$ cat src/rtl/decode.sv
// LC3 decode stage: waits MEM_LAT cycles for memory data, latches IR and splits it into fields.
// Optional macro DECODE_ILLEGAL_EN flags reserved (1101) and RTI (1000) opcodes on illegal_op.
module decode #(
    parameter int MEM_LAT = 1
) (
    input  logic        clk,
    input  logic        rst_n,
    input  logic        decode_start,
    input  logic [15:0] instr_in,
    input  logic [15:0] pc_in,
    output logic [15:0] ir_out,
    output logic [15:0] npc_out,
    output logic [3:0]  opCode_out,
    output logic [2:0]  dr_out,
    output logic [2:0]  sr1_out,
    output logic [2:0]  sr2_out,
    output logic        imm_mode,
    output logic [15:0] imm5_out,
    output logic [15:0] offset6_out,
    output logic [8:0]  offset_out,
    output logic [10:0] offset11_out,
    output logic [2:0]  br_nzp_out,
    output logic        reg_we,
    output logic        illegal_op,
    output logic        busy,
    output logic        decode_done
);

    localparam logic [1:0] S_IDLE = 2'd0;
    localparam logic [1:0] S_WAIT = 2'd1;
    localparam logic [1:0] S_DONE = 2'd2;

    logic [1:0]  state_q, state_d;
    logic [2:0]  cnt_q, cnt_d;
    logic [15:0] ir_q, ir_d;
    logic [15:0] npc_q, npc_d;
    logic        reg_we_q, reg_we_d;
    logic        new_we;
    logic        new_ill;

    // Write-enable and illegal classification of the word about to be captured.
    always_comb begin
        new_ill = 1'b0;
        unique case (instr_in[15:12])
            4'b0001, 4'b0101, 4'b1001,
            4'b0010, 4'b0110, 4'b1010, 4'b1110,
            4'b0100: new_we = 1'b1;
            default: new_we = 1'b0;
        endcase
`ifdef DECODE_ILLEGAL_EN
        new_ill = (instr_in[15:12] == 4'b1101) || (instr_in[15:12] == 4'b1000);
        if (new_ill) begin
            new_we = 1'b0;
        end
`endif
    end

    always_comb begin
        state_d  = state_q;
        cnt_d    = cnt_q;
        ir_d     = ir_q;
        npc_d    = npc_q;
        reg_we_d = reg_we_q;
        unique case (state_q)
            S_IDLE, S_DONE: begin
                state_d = S_IDLE;
                if (decode_start) begin
                    npc_d   = pc_in;
                    cnt_d   = 3'(MEM_LAT - 1);
                    state_d = S_WAIT;
                end
            end
            S_WAIT: begin
                // decode_start is deliberately not looked at here: no queueing.
                if (cnt_q == 3'd0) begin
                    ir_d     = instr_in;
                    reg_we_d = new_we;
                    state_d  = S_DONE;
                end else begin
                    cnt_d = cnt_q - 3'd1;
                end
            end
            default: state_d = S_IDLE;
        endcase
    end

    always_ff @(posedge clk or negedge rst_n) begin
        if (!rst_n) begin
            state_q  <= S_IDLE;
            cnt_q    <= 3'd0;
            ir_q     <= 16'h0000;
            npc_q    <= 16'h0000;
            reg_we_q <= 1'b0;
        end else begin
            state_q  <= state_d;
            cnt_q    <= cnt_d;
            ir_q     <= ir_d;
            npc_q    <= npc_d;
            reg_we_q <= reg_we_d;
        end
    end

`ifdef DECODE_ILLEGAL_EN
    logic illegal_q, illegal_d;

    always_comb begin
        illegal_d = illegal_q;
        if (state_q == S_WAIT && cnt_q == 3'd0) begin
            illegal_d = new_ill;
        end
    end

    always_ff @(posedge clk or negedge rst_n) begin
        if (!rst_n) begin
            illegal_q <= 1'b0;
        end else begin
            illegal_q <= illegal_d;
        end
    end

    assign illegal_op = illegal_q;
`else
    logic unused_ill;
    assign unused_ill = new_ill;
    assign illegal_op = 1'b0;
`endif

    // Field outputs are pure slices of the IR flop, so they never see instr_in directly.
    assign ir_out       = ir_q;
    assign npc_out      = npc_q;
    assign opCode_out   = ir_q[15:12];
    assign dr_out       = (ir_q[15:12] == 4'b0100) ? 3'b111 : ir_q[11:9];
    assign sr1_out      = ir_q[8:6];
    assign sr2_out      = ir_q[2:0];
    assign imm_mode     = ir_q[5];
    assign imm5_out     = {{11{ir_q[4]}}, ir_q[4:0]};
    assign offset6_out  = {{10{ir_q[5]}}, ir_q[5:0]};
    assign offset_out   = ir_q[8:0];
    assign offset11_out = ir_q[10:0];
    assign br_nzp_out   = ir_q[11:9];
    assign reg_we       = reg_we_q;
    assign busy         = (state_q != S_IDLE);
    assign decode_done  = (state_q == S_DONE);

endmodule

$ cat config.mk
export PLATFORM = sky130hd
export DESIGN_NAME = decode
export DESIGN_NICKNAME = d
export VERILOG_FILES = /design/src/rtl/decode.sv
export SDC_FILE = /design/constraint.sdc
export NUM_CORES = 1
export LEC_CHECK = 0
export CORE_ASPECT_RATIO = 1.25
export CORE_MARGIN = 10
export CORE_UTILIZATION = 36
export DETAILED_ROUTE_END_ITERATION = 10
export GPL_TIMING_DRIVEN = 0
export PLACE_DENSITY = 0.79
export SETUP_SLACK_MARGIN = 0.15
export SYNTH_ARGS = -nofsm -noshare
export SYNTH_HDL_FRONTEND = slang
export SYNTH_SLANG_ARGS = --single-unit
$ cat constraint.sdc
create_clock -name clk -period 1.9 [get_ports clk]
set_input_delay 0.19 -clock clk [delete_from_list [all_inputs] [get_ports clk]]
set_output_delay 0.19 -clock clk [all_outputs]
set_load 0.01 [all_outputs]
Word level (Yosys, flattened, before mapping)
Memories as Yosys holds them, arrays and structs flattened. A register that Yosys moved wholly into a read port is not among the register bits.
Cells that the tools add are included.
W data, S select, Z words.
Storage, ports and cells
  register bits: 37
  memory bits (read-only): 16
  output and inout port bits: 105
  memories kept: 1
Cells by class
  add/subtract/negate cells: 1
  eq/ne operators: 6
  multiplexer cells: 7
  reductions and logical operators: 9
Memories
  (name not given): words 16, width 1, read ports 1, clocked after memory_dff 1, write ports 0, RTL line 44  | unique case (instr_in[15:12])
Operators by type and width (number)
  $mux W3: 3
  $ne A2 B2 Y1 const B: 3
  $pmux W3 S2: 1
  $eq A4 B3 Y1 const B: 1
  $pmux W2 S2: 1
  $reduce_and A2 Y1: 2
  $reduce_bool A2 Y1: 2
  $logic_not A3 Y1: 1
  $reduce_and A3 Y1: 1
  $sub A3 B1 Y3 const B: 1
  $eq A2 B1 Y1 const B: 1
  $eq A2 B2 Y1 const B: 1
  $logic_not A2 Y1: 1
  $mux W2: 1
  $reduce_or A2 Y1: 1
  $logic_not A1 Y1: 1
  $mux W1: 1

Longest topological paths before layout
Gate-level depths: netlist of the first run.
  word-level depth: 4
  gate-level depth with buffers: 7
  gate-level depth less buffers: 6

Worst setup path after synthesis of the first run
No wires, ideal clock.
  path type: register to register
  start point: reg cnt_q[0]
  end point: reg ir_q[15], in the netlist ir_out[15]
  setup time: 0.125 ns
  arrival time: 1.369 ns
  data required time: 1.775 ns
  slack: 0.406 ns
  cell stages (with the launch flop): 7
  period minus slack after synthesis: 1.494 ns
  cells stage by stage: dfrtp_1 -> inv_1 -> ha_1 -> ha_1 -> nand3b_1 -> buf_4 -> mux2_4
Between the ends
  longest elaborated chain between the ends: 2
RTL lines
  start, declared: RTL line 34  | logic [2:0] cnt_q, cnt_d;
  start signal, assigned: RTL line 96  | cnt_q <= cnt_d;
  $logic_not A3 Y1: RTL line 75  | if (cnt_q == 3'd0) begin
  $reduce_and A2 Y1 (no source line)
  end signal, assigned: RTL line 97  | ir_q <= ir_d;
  end, declared: RTL line 35  | logic [15:0] ir_q, ir_d;
Every way passes these cells.
A chain may end at the register's enable or synchronous reset.

Worst setup path in the final report of the first run
  start point: reg ir_q[15], in the netlist ir_out[15]
  end point: out dr_out[1]
Between the ends
  longest elaborated chain between the ends: 2
RTL lines
  $eq A4 B3 Y1: RTL line 132  | assign dr_out = (ir_q[15:12] == 4'b0100) ? 3'b111 : ir_q[11:9];
  $mux W3: RTL line 132
  end, declared: RTL line 14  | output logic [2:0] dr_out,
Every way passes these cells.

==> out/results.tsv, run 1 <==
metric	value	unit
GR Overflow Total	0	
total of max-cap violations	0	
DR pass1 iterations	4	
Final Skew	7.06	ps
layout cells sized above 1	37.4	%
Post-Syn Instances	171	
violated checks	hold timing	
IR drop worst, VDD	0.449	mV
CTS root buf	clkbuf_8	
Avg WL per Cell	15.0	µm
Avg Cell Area, Syn	12.4	µm²
syn nets	210	
Tcrit/Tclk final	88.8	%
Final Slew Violations	0	
Std-Cell Rows	31	
routability cong.	0.658	
antenna cells	0	
# hold bufs at CTS	0	
critical path's top delay family	simple AND/OR/NAND/NOR gates	
Core Util, Final	64.6	%
DRC	0	
Worst-Skew Late Latency	290	ps
nets	359	
number of synthesized register bits	38	
placed cell area	3570	µm²
CTS tree	done	
synth warn	0	
final setup fails	0	
first-pass GRT wire length	8.79	mm
Crit Path Max Fanout	3	
Antenna Violating Nets Remaining	0	
crit path kind	reg -> out	
Cell Area, Synth	2110	µm²
via count	1608	
post-synthesis sequential area ratio	45.0	%
Arr. time, crit path	1500	ps
share of the synthesized area in the top cell type	45.0	%
Fin. Hold Viols	4	
Detailed Route WL	5.80	mm
Slew @ Worst Pin	828	ps
Yosys cell types	23	
type of the worst min-delay path	in -> async	
CTS Buffer Depth	2	
die width	88.6	µm
pwr dens	934	nW/µm²
overall global routing resource usage	11.9	%
worst path required time	1710	ps
# IOs	140	
Setup WS post-layout	212	ps
initial core utilization	36.8	%
die area	9360	µm²
Vias/cell	4.16	
CP Cell Sequence	nor4b_4, or2_2, dlygate4sd2_1	
max incr delay on CP	430	ps
Worst Hold Slack	-3.71	ps
crit path time final	1690	ps
CTS sink cnt	38	
DIE HEIGHT	106	µm
largest net degree at the start of global routing	39	
TNS Setup	0	ps
Fmax achieved	592	MHz
largest cells by area after synthesis	dfrtp_1 45%, buf_4 24%, mux2_4 14%	
leakage power	1.71	nW
slew margin rel.	44.8	%
Area growth syn-to-layout	75.5	%
Finished Cell Area	3710	µm²
CP endpoint kind	output pin	
initial DRC count	41	
leading area contributor after synthesis	dfrtp_1	
CTS Buf Count	5	
Core Area	5740	µm²
CP Launch Type	flip-flop	
Buf+Inv Stages, Crit Path	1	
Power Total	3.47	mW
port bufs	138	
RSZ-0062 raised after global routing	true	
dpl hpwl	4.79	mm
H-Tree Depth	2	
Worst-path clk slew	80	ps
initial antenna violation count	0	
dpl ws	20.4	ps
status	finished with violations	
critical path's slowest cell	dfrtp_2	
vias in the first global route	1657	
Fillers	480	
## registers in the layout (all words and copies together) (netlist names)
signal,count
cnt_q,3
ir_out,16
state_q,2
reg_we,1
npc_out,16
## power breakdown
group / internal [mW] / switching (mW)
combinational: 1.23 / 0.586
sequential: 0.935 / 0.133
clock: 0.292 / 0.288
## cell usage after synthesis
cell type and instances:
buf_6 2, inv_1 6, ha_1 4, buf_4 68, or3b_1 1, o21ai_0 2, conb_1 1, or2_2 4
mux2_4 20, dfrtp_1 38, nand3b_1 1, mux2_2 7, mux2_1 3, mux2i_1 1, a22o_1 1, o22ai_1 2
nor4b_1 1, a21oi_1 1, nand2b_2 1, nand2_1 3, buf_2 1, o211ai_1 1, nor2b_1 2
## routing by layer
layer | GRT usage, % | part of all wire, %
met5 | 0 | 0
met4 | 3.36 | 1.3
met3 | 7.16 | 16
met2 | 19.7 | 47
met1 | 12.2 | 37
## layout by cell type (no fill, tap or decap)
master,count
a21oi_1,1
nand2b_2,1
buf_2,3
buf_4,71
o22ai_1,2
clkdlybuf4s50_1,134
nor2b_1,2
mux2i_1,1
clkinvlp_4,1
o211ai_1,1
mux2_2,7
clkinv_2,1
or3b_1,1
inv_1,6
a22o_1,1
ha_1,4
nor4b_4,1
clkbuf_8,6
dfrtp_1,35
conb_1,1
buf_6,2
dfrtp_2,3
dlygate4sd2_1,3
nand2_1,3
mux2_1,3
o21ai_0,2
or2_2,4
mux2_4,20
nand3b_1,1
## timing repair
action / in CTS / in global routing
setup buffers: 1 / 3
gates resized for setup: 8 / 0
hold endpoints to repair: 0 / 0
endpoints found under the setup margin: 33 / 25
gates cloned: 0 / 0
pin swaps: 1 / 1
## layout make-up
| cell class | instances | area [µm²] | share of cell area, % |
|---|---|---|---|
| timing repair buffer | 142 | 1400 | 37.7 |
| sequential | 38 | 955 | 25.7 |
| multi-input combinational | 56 | 618 | 16.7 |
| buffer | 71 | 538 | 14.5 |
| clock buffer | 6 | 82.6 | 2.23 |
| tap | 66 | 82.6 | 2.23 |
| inverter | 6 | 22.5 | 0.607 |
| clock inverter | 2 | 12.5 | 0.337 |
## path summary, 6_finish.rpt
| path | endpoint | slack, ps | depth (start not counted) | start |
|---|---|---|---|---|
| hold reg to reg | cnt_q[0]$_DFFE_PN0P_ | 490 | 1 | cnt_q[0]$_DFFE_PN0P_ |
| hold / removal | ir_out[4]$_DFFE_PN0P_ | -4 | 1 | rst_n |
| min in group clk | cnt_q[0]$_DFFE_PN0P_ | 490 | 1 | cnt_q[0]$_DFFE_PN0P_ |
| max in group asynchronous | ir_out[5]$_DFFE_PN0P_ | 1330 | 1 | rst_n |
| setup / recovery | dr_out[1] | 210 | 3 | ir_out[15]$_DFFE_PN0P_ |
| setup reg to reg | ir_out[11]$_DFFE_PN0P_ | 300 | 6 | cnt_q[0]$_DFFE_PN0P_ |
## cell families after synthesis
logic type / Yosys count / share of synthesized area (%)
AOI/OAI and AO/OA: 7 / 2.07
and+or+nand+nor: 13 / 3.91
DFF: 38 / 45.0
adders and majority gates: 4 / 2.37
buffers and inverters: 77 / 26.5
other: 1 / 0.177
muxes: 31 / 20.0
## stage by stage
step / hold WS, ps / instances
floorplan: -106 / 171
global placement: 459 / 375
detailed placement: 351 / 375
CTS: 31.5 / 384
global route: 59.5 / 387
finish: -3.71 / 387
Power figures use the tool's default switching activity.
==> run 2: changes to the inputs <==
--- a/config.mk
+++ b/config.mk
@@ -6,7 +6,7 @@
 export NUM_CORES = 1
 export LEC_CHECK = 0
 export CORE_ASPECT_RATIO = 1.25
-export CORE_MARGIN = 10
+export CORE_MARGIN = 4
 export CORE_UTILIZATION = 36
 export DETAILED_ROUTE_END_ITERATION = 10
 export GPL_TIMING_DRIVEN = 0
==> out/results.tsv, run 2 (synthesized netlist as in run 1, its figures left out) <==
metric	value	unit	change
Fin. Hold Viols	4		unchanged
Fmax achieved	596	MHz	+0.68%
Slew @ Worst Pin	837	ps	+8.97 ps
CTS tree	done		
worst path required time	1710	ps	about the same
crit path time final	1680	ps	-11.3 ps
Crit Path Max Fanout	16		+13
P_int	2.46	mW	about the same
CP Launch Type	flip-flop		
slew margin rel.	44.2	%	-0.60 points
die area	7170	µm²	-23%
layer with the highest usage	met2		
Tcrit/Tclk final	88.2	%	-0.60 points
CTS Buf Count	5		unchanged
dpl hpwl	4.02	mm	-16%
initial core utilization	38.1	%	+1.2 points
most common cell after layout, fill and taps aside	clkdlybuf4s50_1		
Setup WS post-layout	223	ps	+11.3 ps
initial antenna violation count	0		unchanged
# hold bufs at CTS	0		unchanged
most frequent cells in the layout	134 x clkdlybuf4s50_1, 71 x buf_4, 36 x dfrtp_1, 20 x mux2_4, 7 x mux2_2		
Antenna Violating Nets Remaining	0		unchanged
first-pass GRT wire length	7.65	mm	-13%
max incr delay on CP	530	ps	+100 ps
# IOs	140		unchanged
Psw	0.978	mW	-2.8%
critical path's slowest cell	clkdlybuf4s50_1		
DRC	0		unchanged
IR drop worst, VDD	0.589	mV	+31%
Worst-path clk slew	80	ps	about the same
grt met1 use	15.3	%	+3.1 points
antenna cells	0		unchanged
routability cong.	0.667		+1.4%
layout cells sized above 1	37.1	%	-0.31 points
Vias/cell	4.15		-0.11%
final setup fails	0		unchanged
pwr dens	927	nW/µm²	-0.77%
Multi-input gate area	618	µm²	unchanged
Core Area	5560	µm²	-3.2%
overall global routing resource usage	13.5	%	+1.6 points
dpl ws	153	ps	+133 ps
CP endpoint kind	output pin		
via count	1598		-0.62%
type of the worst min-delay path	in -> async		
initial DRC count	37		-9.8%
die width	76.6	µm	-14%
TNS Setup	0	ps	unchanged
Final Slew Violations	0		unchanged
DR pass1 iterations	4		unchanged
Sw Ratio	28.4	%	-0.58 points
largest net degree at the start of global routing	39		unchanged
crit path kind	reg -> out		
Clock Power Share	16.7	%	about the same
Comb pwr share	52.3	%	-0.2 points
met2 Track Usage GR	23.4	%	+3.7 points
Area growth syn-to-layout	75.4	%	about the same
GR Util met3	5.57	%	-1.6 points
Detailed Route WL	5.05	mm	-13%
CTS Buffer Depth	2		unchanged
Arr. time, crit path	1490	ps	about the same
H-Tree Depth	2		unchanged
CTS root buf	clkbuf_8		
Std-Cell Rows	30		-3.2%
Power Total	3.44	mW	-0.80%
vias in the first global route	1493		-9.9%
leakage power	1.72	nW	+0.11%
R2R depth	6		unchanged
nets	359		unchanged
CTS sink cnt	38		unchanged
DIE HEIGHT	93.7	µm	-11%
GR Overflow Total	0		unchanged
Avg WL per Cell	13.1	µm	-13%
Fillers	446		-7.1%
status	finished with violations		
violated checks	hold timing		
sequential power share	31.0	%	+0.2 points
total of max-cap violations	0		unchanged
Final Skew	10.2	ps	+3.16 ps
Storage cell area	953	µm²	-0.13%
Worst Hold Slack	-1.83	ps	+1.88 ps
port bufs	138		unchanged
CP Cell Sequence	buf_4, clkdlybuf4s50_1		
Worst-Skew Late Latency	290	ps	about the same
RSZ-0062 raised after global routing	true		
-- run 2: cell types whose count changed in the layout (fill, tap and decap cells not counted), sizes merged --
cell,before,now
buf,76,75
clkbuf,6,7
-- run 2: per-layer routing --
layer / part of all wire [%] / routed length (µm)
met5: 0 / 0
met4: 0.91 / 46
met3: 9.5 / 478
met2: 49 / 2480
met1: 41 / 2050
-- run 2: power by group through the flow --
stage          logic (mW)  registers (mW)  clock network [mW]
2_1_floorplan       0.763            1.13                   0
3_3_place_gp         1.76            1.09                   0
3_5_place_dp         1.79            1.09                   0
4_1_cts              1.80            1.09               0.605
5_1_grt              1.90            1.09               0.646
6_report             1.80            1.07               0.574
-- run 2: metrics by stage --
stage | area [µm²] | utilization (%) | std cells
CTS | 3690 | 66.5 | 383
floorplan | 2110 | - | 171
finish | 3710 | 66.8 | 385
detailed placement | 3570 | 64.3 | 373
global placement | 3580 | 64.4 | 373
global route | 3710 | 66.8 | 385
-- run 2: what timing repair did --
item,CTS,global route
setup endpoints to repair,34,14
buffers inserted,2,2
gates resized for setup,7,0
-- run 2: worst paths after layout --
| path | from | end | slack [ps] |
|---|---|---|---|
| max in group asynchronous | rst_n | ir_out[4]$_DFFE_PN0P_ | 1310 |
| min in group clk | cnt_q[0]$_DFFE_PN0P_ | cnt_q[0]$_DFFE_PN0P_ | 480 |
| worst min register to register | cnt_q[0]$_DFFE_PN0P_ | cnt_q[0]$_DFFE_PN0P_ | 480 |
| worst min-delay path | rst_n | npc_out[7]$_DFFE_PN0P_ | -2 |
| worst max-delay path | ir_out[5]$_DFFE_PN0P_ | offset_out[5] | 220 |
| worst max register to register | cnt_q[0]$_DFFE_PN0P_ | ir_out[3]$_DFFE_PN0P_ | 290 |
-- run 2: layout make-up --
type	count	share of cell area [%]
tap	64	2.16
timing repair buffer	142	37.8
clock buffer	6	2.23
buffer	71	14.5
multi-input combinational	56	16.7
clock inverter	2	0.337
inverter	6	0.607
sequential	38	25.7
-- run 2: worst max-delay path, delay by kind of cell (launching register included) --
family | cells | cell delay (ps)
buffers and inverters | 2 | 680
DFF | 1 | 520
==> run 3: changes to the inputs <==
--- a/config.mk
+++ b/config.mk
@@ -10,6 +10,7 @@
 export CORE_UTILIZATION = 36
 export DETAILED_ROUTE_END_ITERATION = 10
 export GPL_TIMING_DRIVEN = 0
+export HOLD_SLACK_MARGIN = 0.12
 export PLACE_DENSITY = 0.79
 export SETUP_SLACK_MARGIN = 0.15
 export SYNTH_ARGS = -nofsm -noshare
==> out/results.tsv, run 3 (synthesized netlist as in run 1, its figures left out) <==
metric	value	unit	change
status	finished, final reports clean		
Setup WS post-layout	224	ps	+0.382 ps
initial antenna violation count	0		unchanged
final setup fails	0		unchanged
pwr dens	925	nW/µm²	-0.24%
Detailed Route WL	5.05	mm	+0.14%
Std-Cell Rows	30		unchanged
DR pass1 iterations	4		unchanged
slew margin rel.	44.0	%	-0.17 points
routability cong.	0.667		unchanged
Final Slew Violations	0		unchanged
worst path required time	1710	ps	about the same
Area growth syn-to-layout	75.9	%	
crit path kind	reg -> out		
total of max-cap violations	0		unchanged
largest net degree at the start of global routing	39		unchanged
# IOs	140		unchanged
most frequent cells in the layout	134 x clkdlybuf4s50_1, 71 x buf_4, 36 x dfrtp_1, 20 x mux2_4, 7 x mux2_2		
CTS Buffer Depth	2		unchanged
Slew @ Worst Pin	839	ps	+2.59 ps
crit path time final	1680	ps	-0.382 ps
Worst-path clk slew	80	ps	about the same
Arr. time, crit path	1490	ps	about the same
GR Overflow Total	0		unchanged
Power Total	3.44	mW	about the same
dpl ws	153	ps	unchanged
Fmax achieved	597	MHz	about the same
via count	1601		+0.19%
Worst Hold Slack	482	ps	+484 ps
overall global routing resource usage	13.5	%	+0.041 points
hold depth	1		
DIE HEIGHT	93.7	µm	unchanged
type of the worst min-delay path	reg -> reg		
Critical R2R Capture	ir_out[3]$_DFFE_PN0P_		
dpl hpwl	4.02	mm	unchanged
CTS Buf Count	5		unchanged
IR drop worst, VDD	0.589	mV	about the same
Avg WL per Cell	13.1	µm	-0.12%
Core Util, Final	67.0	%	+0.18 points
die width	76.6	µm	unchanged
CP Launch Type	flip-flop		
Hold Crit Start	cnt_q[0]$_DFFE_PN0P_		
leakage power	1.72	nW	+0.24%
Antenna Violating Nets Remaining	0		unchanged
CTS root buf	clkbuf_8		
initial DRC count	29		-22%
antenna cells	0		unchanged
CTS sink cnt	38		unchanged
most common cell after layout, fill and taps aside	clkdlybuf4s50_1		
WHS Endpoint	cnt_q[0]$_DFFE_PN0P_		
worst reg2reg path startpoint	cnt_q[0]$_DFFE_PN0P_		
CTS tree	done		
die area	7170	µm²	unchanged
Vias/cell	4.15		about the same
Tcrit/Tclk final	88.2	%	about the same
layout cells sized above 1	37.0	%	-0.12 points
CP endpoint kind	output pin		
Worst-Skew Late Latency	290	ps	about the same
DRC	0		unchanged
setup slack, reg-to-reg	290	ps	about the same
first-pass GRT wire length	7.68	mm	+0.35%
H-Tree Depth	2		unchanged
Final Skew	10.1	ps	-0.123 ps
R2R depth	6		unchanged
RSZ-0062 raised after global routing	true		
initial core utilization	38.1	%	unchanged
port bufs	138		unchanged
vias in the first global route	1497		+0.27%
Crit Path Max Fanout	16		unchanged
Fin. Hold Viols	0		-4
Core Area	5560	µm²	unchanged
nets	360		+0.28%
==> run 3: cell count changes in the layout (fill, tap and decap cells not counted) <==
cell / delta
dlygate4sd3_1: +1
==> run 3: critical path, cell delays in order, from the launching register on <==
cell             delay (ps)
dfrtp_2                 520
buf_4                   150
clkdlybuf4s50_1         530
==> run 3: through the flow <==
stage | cell area (µm²) | cells | TNS (ps)
after global placement | 3580 | 373 | -9550
final | 3720 | 386 | 0
after CTS | 3700 | 384 | 0
after global routing | 3720 | 386 | 0
after detailed placement | 3570 | 373 | 0
after floorplan | 2110 | 171 | 0
==> run 3: final cells by class <==
class,instances,area [µm²]
clock inverters,2,12.5
multi-input cells,56,618
flip-flops and latches,38,953
fillers,443,1840
well taps,64,80.1
plain buffers,71,538
repair buffers,143,1410
inverters,6,22.5
clock buffers,6,82.6
==> run 3: where the power goes <==
group          internal, mW  switching [mW]
clock network         0.292           0.282
registers             0.934           0.133
logic                  1.24           0.563
total                  2.46           0.978
==> run 3: metal layers <==
layer  track usage (%)  up-vias  routed length (µm)
li1                  -      787                   -
met1              15.4      721                2060
met2              23.4       89                2470
met3              5.57        4                 488
met4              3.63        0                  46
met5                 0        -                   0
==> run 3: repair_timing <==
action / CTS / global route
hold buffers: 1 / 0
gates resized for setup: 7 / 0
pin swaps: 0 / 0
endpoints found under the setup margin: 34 / 14
endpoints found under the hold margin: 38 / 0
setup buffers: 2 / 2
==> run 3: worst max path at each step <==
stage,start,to,slack (ps),depth (start not counted)
4_1_cts,ir_out[4]$_DFFE_PN0P_,imm5_out[7],190,2
3_3_place_gp,rst_n,ir_out[5]$_DFFE_PN0P_,-250,1
6_report,ir_out[5]$_DFFE_PN0P_,offset_out[5],220,2
5_1_grt,ir_out[5]$_DFFE_PN0P_,offset_out[5],150,2
3_5_place_dp,ir_out[12]$_DFFE_PN0P_,dr_out[0],150,3
2_1_floorplan,cnt_q[0]$_DFFE_PN0P_,ir_out[15]$_DFFE_PN0P_,410,6
